[src/rtl/serial_addsub.sv]
// serial_addsub: bit/chunk-serial adder/subtractor.
//
// An operation is requested with start while idle. The operands are latched and the result is
// produced one CHUNK-bit slice per clock, LSB slice first, with the carry rippled between
// slices in a register. After N = WIDTH/CHUNK slices the block returns to idle and pulses
// done for one cycle; sum, c_out and ovf are valid in that cycle and hold afterwards.
//
// Parameters:
//   WIDTH  operand/result width in bits (>= 2)
//   CHUNK  bits processed per clock; must divide WIDTH exactly
//
// Ports:
//   clk    clock, all state updates on the rising edge
//   rst    synchronous active-high reset
//   start  begin an operation (ignored while busy)
//   a, b   operands, sampled with start
//   c_in   carry in for add, sampled with start (ignored for subtract)
//   sub    0: a + b + c_in, 1: a - b; sampled with start
//   sum    registered result (partial bits may change while busy)
//   c_out  registered carry out of the MSB (subtract: 1 = no borrow)
//   ovf    registered two's-complement overflow
//   busy   operation in progress
//   done   one-cycle pulse, result valid

module serial_addsub #(
  parameter int unsigned WIDTH = 8,
  parameter int unsigned CHUNK = 1
) (
  input  logic             clk,
  input  logic             rst,
  input  logic             start,
  input  logic [WIDTH-1:0] a,
  input  logic [WIDTH-1:0] b,
  input  logic             c_in,
  input  logic             sub,
  output logic [WIDTH-1:0] sum,
  output logic             c_out,
  output logic             ovf,
  output logic             busy,
  output logic             done
);

  localparam int unsigned N    = WIDTH / CHUNK;
  localparam int unsigned CntW = (N > 1) ? $clog2(N) : 1;
  localparam int unsigned IdxW = $clog2(WIDTH);
  localparam logic [CntW-1:0] LastCnt = CntW'(N - 1);

  typedef enum logic [0:0] {StIdle, StRun} state_e;

  state_e state_q, state_d;

  // Latched operands stay constant for the whole operation; slices are picked by the counter.
  logic [WIDTH-1:0] a_q;
  logic [WIDTH-1:0] b_q;
  logic             carry_q;
  logic [CntW-1:0]  cnt_q;
  logic [WIDTH-1:0] sum_q;
  logic             c_out_q;
  logic             ovf_q;
  logic             done_q;

  logic [IdxW-1:0]  slice_lsb;
  logic [CHUNK-1:0] a_slice;
  logic [CHUNK-1:0] b_slice;
  logic [CHUNK-1:0] slice_sum;
  logic             slice_cout;
  logic             slice_cmsb;
  logic             last_slice;

  assign slice_lsb  = IdxW'(cnt_q * CHUNK);
  assign a_slice    = a_q[slice_lsb +: CHUNK];
  assign b_slice    = b_q[slice_lsb +: CHUNK];
  assign last_slice = (cnt_q == LastCnt);

  // Ripple-carry add of one slice. slice_cmsb is the carry into the slice's top bit, which on
  // the last slice is the carry into bit WIDTH-1 needed for the overflow flag.
  always_comb begin
    logic ripple;
    ripple     = carry_q;
    slice_cmsb = carry_q;
    slice_sum  = '0;
    for (int i = 0; i < CHUNK; i++) begin
      if (i == CHUNK - 1) begin
        slice_cmsb = ripple;
      end
      slice_sum[i] = a_slice[i] ^ b_slice[i] ^ ripple;
      ripple       = (a_slice[i] & b_slice[i]) | (ripple & (a_slice[i] ^ b_slice[i]));
    end
    slice_cout = ripple;
  end

  // State register.
  always_ff @(posedge clk) begin
    if (rst) begin
      state_q <= StIdle;
    end else begin
      state_q <= state_d;
    end
  end

  // Next-state logic.
  always_comb begin
    state_d = state_q;
    unique case (state_q)
      StIdle:  if (start) state_d = StRun;
      StRun:   if (last_slice) state_d = StIdle;
      default: state_d = StIdle;
    endcase
  end

  // Datapath registers.
  always_ff @(posedge clk) begin
    if (rst) begin
      a_q     <= '0;
      b_q     <= '0;
      carry_q <= 1'b0;
      cnt_q   <= '0;
      sum_q   <= '0;
      c_out_q <= 1'b0;
      ovf_q   <= 1'b0;
      done_q  <= 1'b0;
    end else begin
      done_q <= 1'b0;
      unique case (state_q)
        StIdle: begin
          if (start) begin
            // Subtract as a + ~b + 1.
            a_q     <= a;
            b_q     <= b ^ {WIDTH{sub}};
            carry_q <= sub ? 1'b1 : c_in;
            cnt_q   <= '0;
          end
        end
        StRun: begin
          sum_q[slice_lsb +: CHUNK] <= slice_sum;
          carry_q                   <= slice_cout;
          cnt_q                     <= cnt_q + 1'b1;
          if (last_slice) begin
            c_out_q <= slice_cout;
            ovf_q   <= slice_cmsb ^ slice_cout;
            done_q  <= 1'b1;
          end
        end
        default: ;
      endcase
    end
  end

  // Outputs.
  always_comb begin
    busy  = (state_q == StRun);
    done  = done_q;
    sum   = sum_q;
    c_out = c_out_q;
    ovf   = ovf_q;
  end

endmodule
[config.mk]
export PLATFORM = sky130hd
export DESIGN_NAME = serial_addsub
export DESIGN_NICKNAME = d
export VERILOG_FILES = /design/src/rtl/serial_addsub.sv
export SDC_FILE = /design/constraint.sdc
export NUM_CORES = 1
export LEC_CHECK = 0
export ABC_AREA = 1
export CORE_UTILIZATION = 54
export DETAILED_ROUTE_END_ITERATION = 10
export GPL_ROUTABILITY_DRIVEN = 0
export PLACE_DENSITY = 0.9
export SLEW_MARGIN = 5
export SYNTH_ARGS = -nofsm -noshare
export SYNTH_HDL_FRONTEND = slang
export SYNTH_SLANG_ARGS = --single-unit
export TNS_END_PERCENT = 20
[constraint.sdc]
create_clock -name clk -period 2.9 [get_ports clk]
set_input_delay 0.58 -clock clk [delete_from_list [all_inputs] [get_ports clk]]
set_output_delay 0.58 -clock clk [all_outputs]
set_load 0.005 [all_outputs]
Yosys cells after proc, flatten, opt, wreduce, memory -nomap -nowiden --
Index checks and enable logic that the tools add are counted.
Word-level totals: flip-flop bits (word level) 32, latch bits 0, memory bits (writable) 0, ROM bits 0, bits of input ports 21, output and inout port bits 12, word-level logic and storage cells 38, memories kept 0
Cells by class: add/subtract/negate cells 2, $mul 0, divide/modulo/power cells 0, magnitude comparators 0, equality and inequality tests 2, shifts and indexed selects 4, multiplexer cells 10, bitwise gates (word level) 8, reduce and logical (&&, ||, !) cells 3
Operators by type and width (number):
- $shiftx A8 B4 Y1 | 2
- $bwmux W8 | 1
- $shift A1 B5 Y8 const A | 1
- $shiftx A1 B5 Y8 | 1
- $xor A8 B8 Y8 | 1
- $pmux W3 S2 | 1
- $mux W1 | 5
- $neg A3 Y5 | 1
- $pmux W1 S2 | 2
- $reduce_and A2 Y1 | 2
- $add A3 B1 Y3 const B | 1
- $eq A3 B3 Y1 const B | 1
- $mux W3 | 1
- $xor A1 B1 Y1 | 3
- $and A1 B1 Y1 | 2
- $ne A2 B2 Y1 const B | 1
- $reduce_or A2 Y1 | 1
- $not A1 Y1 | 1
- $or A1 B1 Y1 | 1

Depth between registers and ports, before layout --
word-level depth 5, mapped depth 12, gate-level depth less buffers 11

Worst setup path after synthesis --
No wires, ideal clock.
kind flip-flop to flip-flop, start reg cnt_q[0], end reg sum_q[2], in the netlist sum[2], setup time 0.113 ns, arrival 1.703 ns, required time 2.787 ns, slack 1.084 ns, cell stages (with the launch flop) 13, buffers on the path 1, path through dfxtp_1 > buf_4 > nor2_1 > nor2_1 > o21ai_1 > nand3_1 > nand2_1 > fa_1 > inv_1 > nand2_1 > nand4_1 > nand2_1 > nor2_1
On the way: longest elaborated chain between the ends 5, elaborated cells on any way between the ends 8, those cells by class add/sub: 1; shift: 4; mux: 1; bitwise: 2
RTL lines:
- from (decl) | line 56 | logic [CntW-1:0] cnt_q;
- from (signal assigned) | line 137 | cnt_q <= cnt_q + 1'b1;
- $shiftx A8 B4 Y1 (on tied branches) | line 71, 72
- $xor A1 B1 Y1 (2 in a row) | line 86 | slice_sum[i] = a_slice[i] ^ b_slice[i] ^ ripple;
- $shiftx A1 B5 Y8 | line 135 | sum_q[slice_lsb +: CHUNK] <= slice_sum;
- $bwmux W8 (*) | line 135
- to (signal, indexed assignment) | line 135
- to (decl) | line 57 | logic [WIDTH-1:0] sum_q;
Every way passes the cells marked *; elsewhere a longest branch is shown, timed or not. A chain may end at the register's enable or synchronous reset.

Final worst setup path --
start reg cnt_q[0], end reg sum_q[1], in the netlist sum[1]
Same word-level chain as after synthesis.

==> flow_metrics.env <==
export IMPL_dr_pass1_iters=7
export IMPL_drive_above_1_share_pct=9.127
export IMPL_cts_tree="done"
export IMPL_r2r_start="cnt_q[0]$_SDFFE_PP0P_"
export IMPL_clk_pin_slew_ns=0.10
export IMPL_grt_max_degree=29
export IMPL_ant_nets=0
export IMPL_ir_drop_mv=0.3560
export IMPL_path_depth=10
export IMPL_syn_area_per_cell_um2=7.332
export IMPL_grt_ovfl_total=0
export IMPL_final_cell_mix="nor2_1, dfxtp_1, clkdlybuf4s50_1"
export IMPL_r2r_end="sum[1]$_SDFFE_PP0P_"
export IMPL_die_h_um=56.91
export IMPL_postSynthCellCount=222
export IMPL_cp_required_ns=3.18
export IMPL_start_util_pct=58.03
export IMPL_synth_seq_cells=32
export IMPL_synthAdderAreaFrac_pct=4.304
export IMPL_syn_to_final_growth_pct=21.68
export IMPL_antenna_found_initial=0
export IMPL_status="finished with violations"
export IMPL_grt_pass1_vias=1320
export IMPL_cts_max_path_buffers=2
export IMPL_worst_path_buf_inv=2
export IMPL_grt_pass1_wl_um=5402
export IMPL_setup_tns_ns=0
export IMPL_layout_commonest_cell="nor2_1"
export IMPL_maxSlewViolCount=0
export IMPL_vias_per_cell=5.205
export IMPL_drt_iter0_drc=39
export IMPL_fillCellCount=238
export IMPL_htree_levels=2
export IMPL_port_buffers=32
export IMPL_crit_slowest_cell="dfxtp_1"
export IMPL_ys_seq_area_share_pct=39.35
export IMPL_slowest_delay_ns=0.64
export IMPL_hold_viol_final=0
export IMPL_post_dp_hpwl_um=2349
export IMPL_period_needed_ns=2.172
export IMPL_ff2ff_setup_slack_ns=0.73
export IMPL_muxShareOfSynthArea_pct=0
export IMPL_yosys_warnings=0
export IMPL_synth_fp_nets=248
export IMPL_fin_skew_ns=0.007090
export IMPL_p_leak_nw=0.8121
export IMPL_synth_cell_types=27
export IMPL_syn_area_mm2=0.001628
export IMPL_synth_xor_area_share_pct=4.842
export IMPL_ctsResizeCount=0
export IMPL_max_slew_margin_rel_pct=67.46
export IMPL_die_area_mm2=0.003238
export IMPL_rr_worst_depth=10
export IMPL_tightestPinTransition_ns=0.4874
export IMPL_diodes=0
export IMPL_cpMostUsedCell="nand2_1"
export IMPL_row_count=19
export IMPL_startpoint="cnt_q[0]$_SDFFE_PP0P_"
export IMPL_wl_um=3229
export IMPL_rsz0062_at_grt="no"
export IMPL_critPathMaxFanout=14
export IMPL_clk_latency_ns=0.34
export IMPL_drc=4
export IMPL_cp_endpoint="sum[1]$_SDFFE_PP0P_"
export IMPL_final_core_util_pct=70.61
export IMPL_postCtsSetupBuffers=0
export IMPL_crit_family="flip-flops"
export IMPL_violations="design-rule violations"
export IMPL_vias=1473
export IMPL_ctsHoldBuffers=0
export IMPL_ios=33
export IMPL_nets=277
export IMPL_synth_top_family_by_area="simple AND/OR/NAND/NOR gates"
export IMPL_regArea_um2=640.6
export IMPL_crit_path_start_kind="register"
export IMPL_p_per_area_mw_per_mm2=509.1
export IMPL_fin_crit_sh_pct=74.90
export IMPL_critPathArrivalTime_ns=2.45
export IMPL_crit_path_end_kind="register"
export IMPL_multiInputGateArea_um2=810.8
export IMPL_critical_path_class="register to register"
export IMPL_hold_start="a_q[1]$_SDFFE_PP0P_"
export IMPL_clock_sinks=32
export IMPL_synth_compound_area_share_pct=15.37
export IMPL_clockRootBuffer="clkbuf_4"
export IMPL_setup_violations_final=0
export IMPL_hp_class="register to register"
export IMPL_grtUsageTotal_pct=21.40
export IMPL_max_freq_mhz=460.4
export IMPL_synth_simple_gate_area_share_pct=25.29
export IMPL_core_area_mm2=0.002805
export IMPL_die_x_um=56.91
export IMPL_drv_cap=0
export IMPL_numCtsBuffers=5
export IMPL_drt_wirelength_per_cell_um=11.41
export IMPL_path_cells="inv_2 > o21ai_1 > nand3_1 > nand2_1 > fa_1 > inv_1 > nand2_1 > nand3_1 > nand2_1 > nor2_1"
cells by family (layout without fill, tap and decap cells):
| kind of cell | count (synthesis) | in the layout |
|---|---|---|
| compound gates | 46 | 46 |
| xor+xnor | 9 | 9 |
| fa+ha+maj | 5 | 5 |
| buf+inv | 34 | 64 |
| flops | 32 | 32 |
| simple gates | 96 | 96 |
state kept, by name (all words and copies together), names as in the netlist:
signal and flops:
b_q 8, done 1, c_out 1, cnt_q 3, ovf 1, sum 8
busy 1, a_q 8, carry_q 1
cells in the mapped netlist (all sizes together):
master / number / area share, %
dfxtp: 32 / 39
xnor2: 8 / 4.3
a211oi: 1 / 0.46
a21oi: 16 / 4.9
inv: 24 / 5.5
nand4: 5 / 1.9
a22oi: 1 / 0.46
nand3: 13 / 4.6
xor2: 1 / 0.54
a31oi: 1 / 0.38
nor2: 47 / 11
o211ai: 1 / 0.46
or2: 1 / 0.38
clkbuf: 1 / 0.85
buf: 9 / 4.5
o21ai: 26 / 8.7
fa: 1 / 1.2
ha: 4 / 3.1
nand2: 30 / 7.2
per-stage QoR:
| stage | hold WS (ns) | instances | cell area [um2] | total power [mW] | setup WS, ns |
|---|---|---|---|---|---|
| after floorplan | 0.4287 | 222 | 1628 | 0.6269 | 1.084 |
| after global placement | 0.4536 | 275 | 1901 | 0.6711 | 0.8391 |
| after detailed placement | 0.4540 | 275 | 1901 | 0.6768 | 0.7901 |
| after CTS | 0.4688 | 283 | 1981 | 1.007 | 0.7485 |
| after global routing | 0.4891 | 283 | 1981 | 1.059 | 0.4978 |
| final | 0.4706 | 283 | 1981 | 1.008 | 0.7280 |
report_power, final:
part | switching, mW | internal, mW | leakage (nW)
combinational | 0.103 | 0.0807 | 0.508
sequential | 0.0222 | 0.463 | 0.262
clock | 0.159 | 0.180 | 0.0412
total | 0.285 | 0.724 | 0.812
routing by layer:
| layer | GRT usage, % | vias to the layer above | share of wire (%) |
|---|---|---|---|
| met3 | 4.839 | 7 | 4.1 |
| met4 | 9.408 | 0 | 1.8 |
| met2 | 37.14 | 32 | 47 |
| met1 | 25.14 | 661 | 47 |
| li1 | - | 773 | - |
| met5 | 0 | - | 0 |
how the worst min path moves through the flow:
| stage | end | slack [ns] | cells after the start |
|---|---|---|---|
| after floorplan | a_q[3]$_SDFFE_PP0P_ | 0.43 | 2 |
| after global placement | a_q[1]$_SDFFE_PP0P_ | 0.45 | 2 |
| after detailed placement | a_q[1]$_SDFFE_PP0P_ | 0.45 | 2 |
| after CTS | a_q[1]$_SDFFE_PP0P_ | 0.47 | 2 |
| after global routing | a_q[1]$_SDFFE_PP0P_ | 0.49 | 2 |
| final | a_q[1]$_SDFFE_PP0P_ | 0.47 | 2 |
worst reg2reg max path, stage by stage, from the launching register on:
cell     delay, ns
dfxtp_1       0.64
inv_2         0.23
o21ai_1       0.18
nand3_1       0.10
nand2_1       0.08
fa_1          0.43
inv_1         0.10
nand2_1       0.11
nand3_1       0.11
nand2_1       0.06
nor2_1        0.09
final cells by class:
type / count / share of cell area (%)
Clock buffer: 5 / 1.895
Clock inverter: 3 / 2.148
Timing Repair Buffer: 32 / 16.17
Tap cell: 31 / 1.958
Inverter: 24 / 4.548
Sequential cell: 32 / 32.34
Multi-Input combinational cell: 156 / 40.93
No activity file was read; power rests on OpenSTA's default activity.
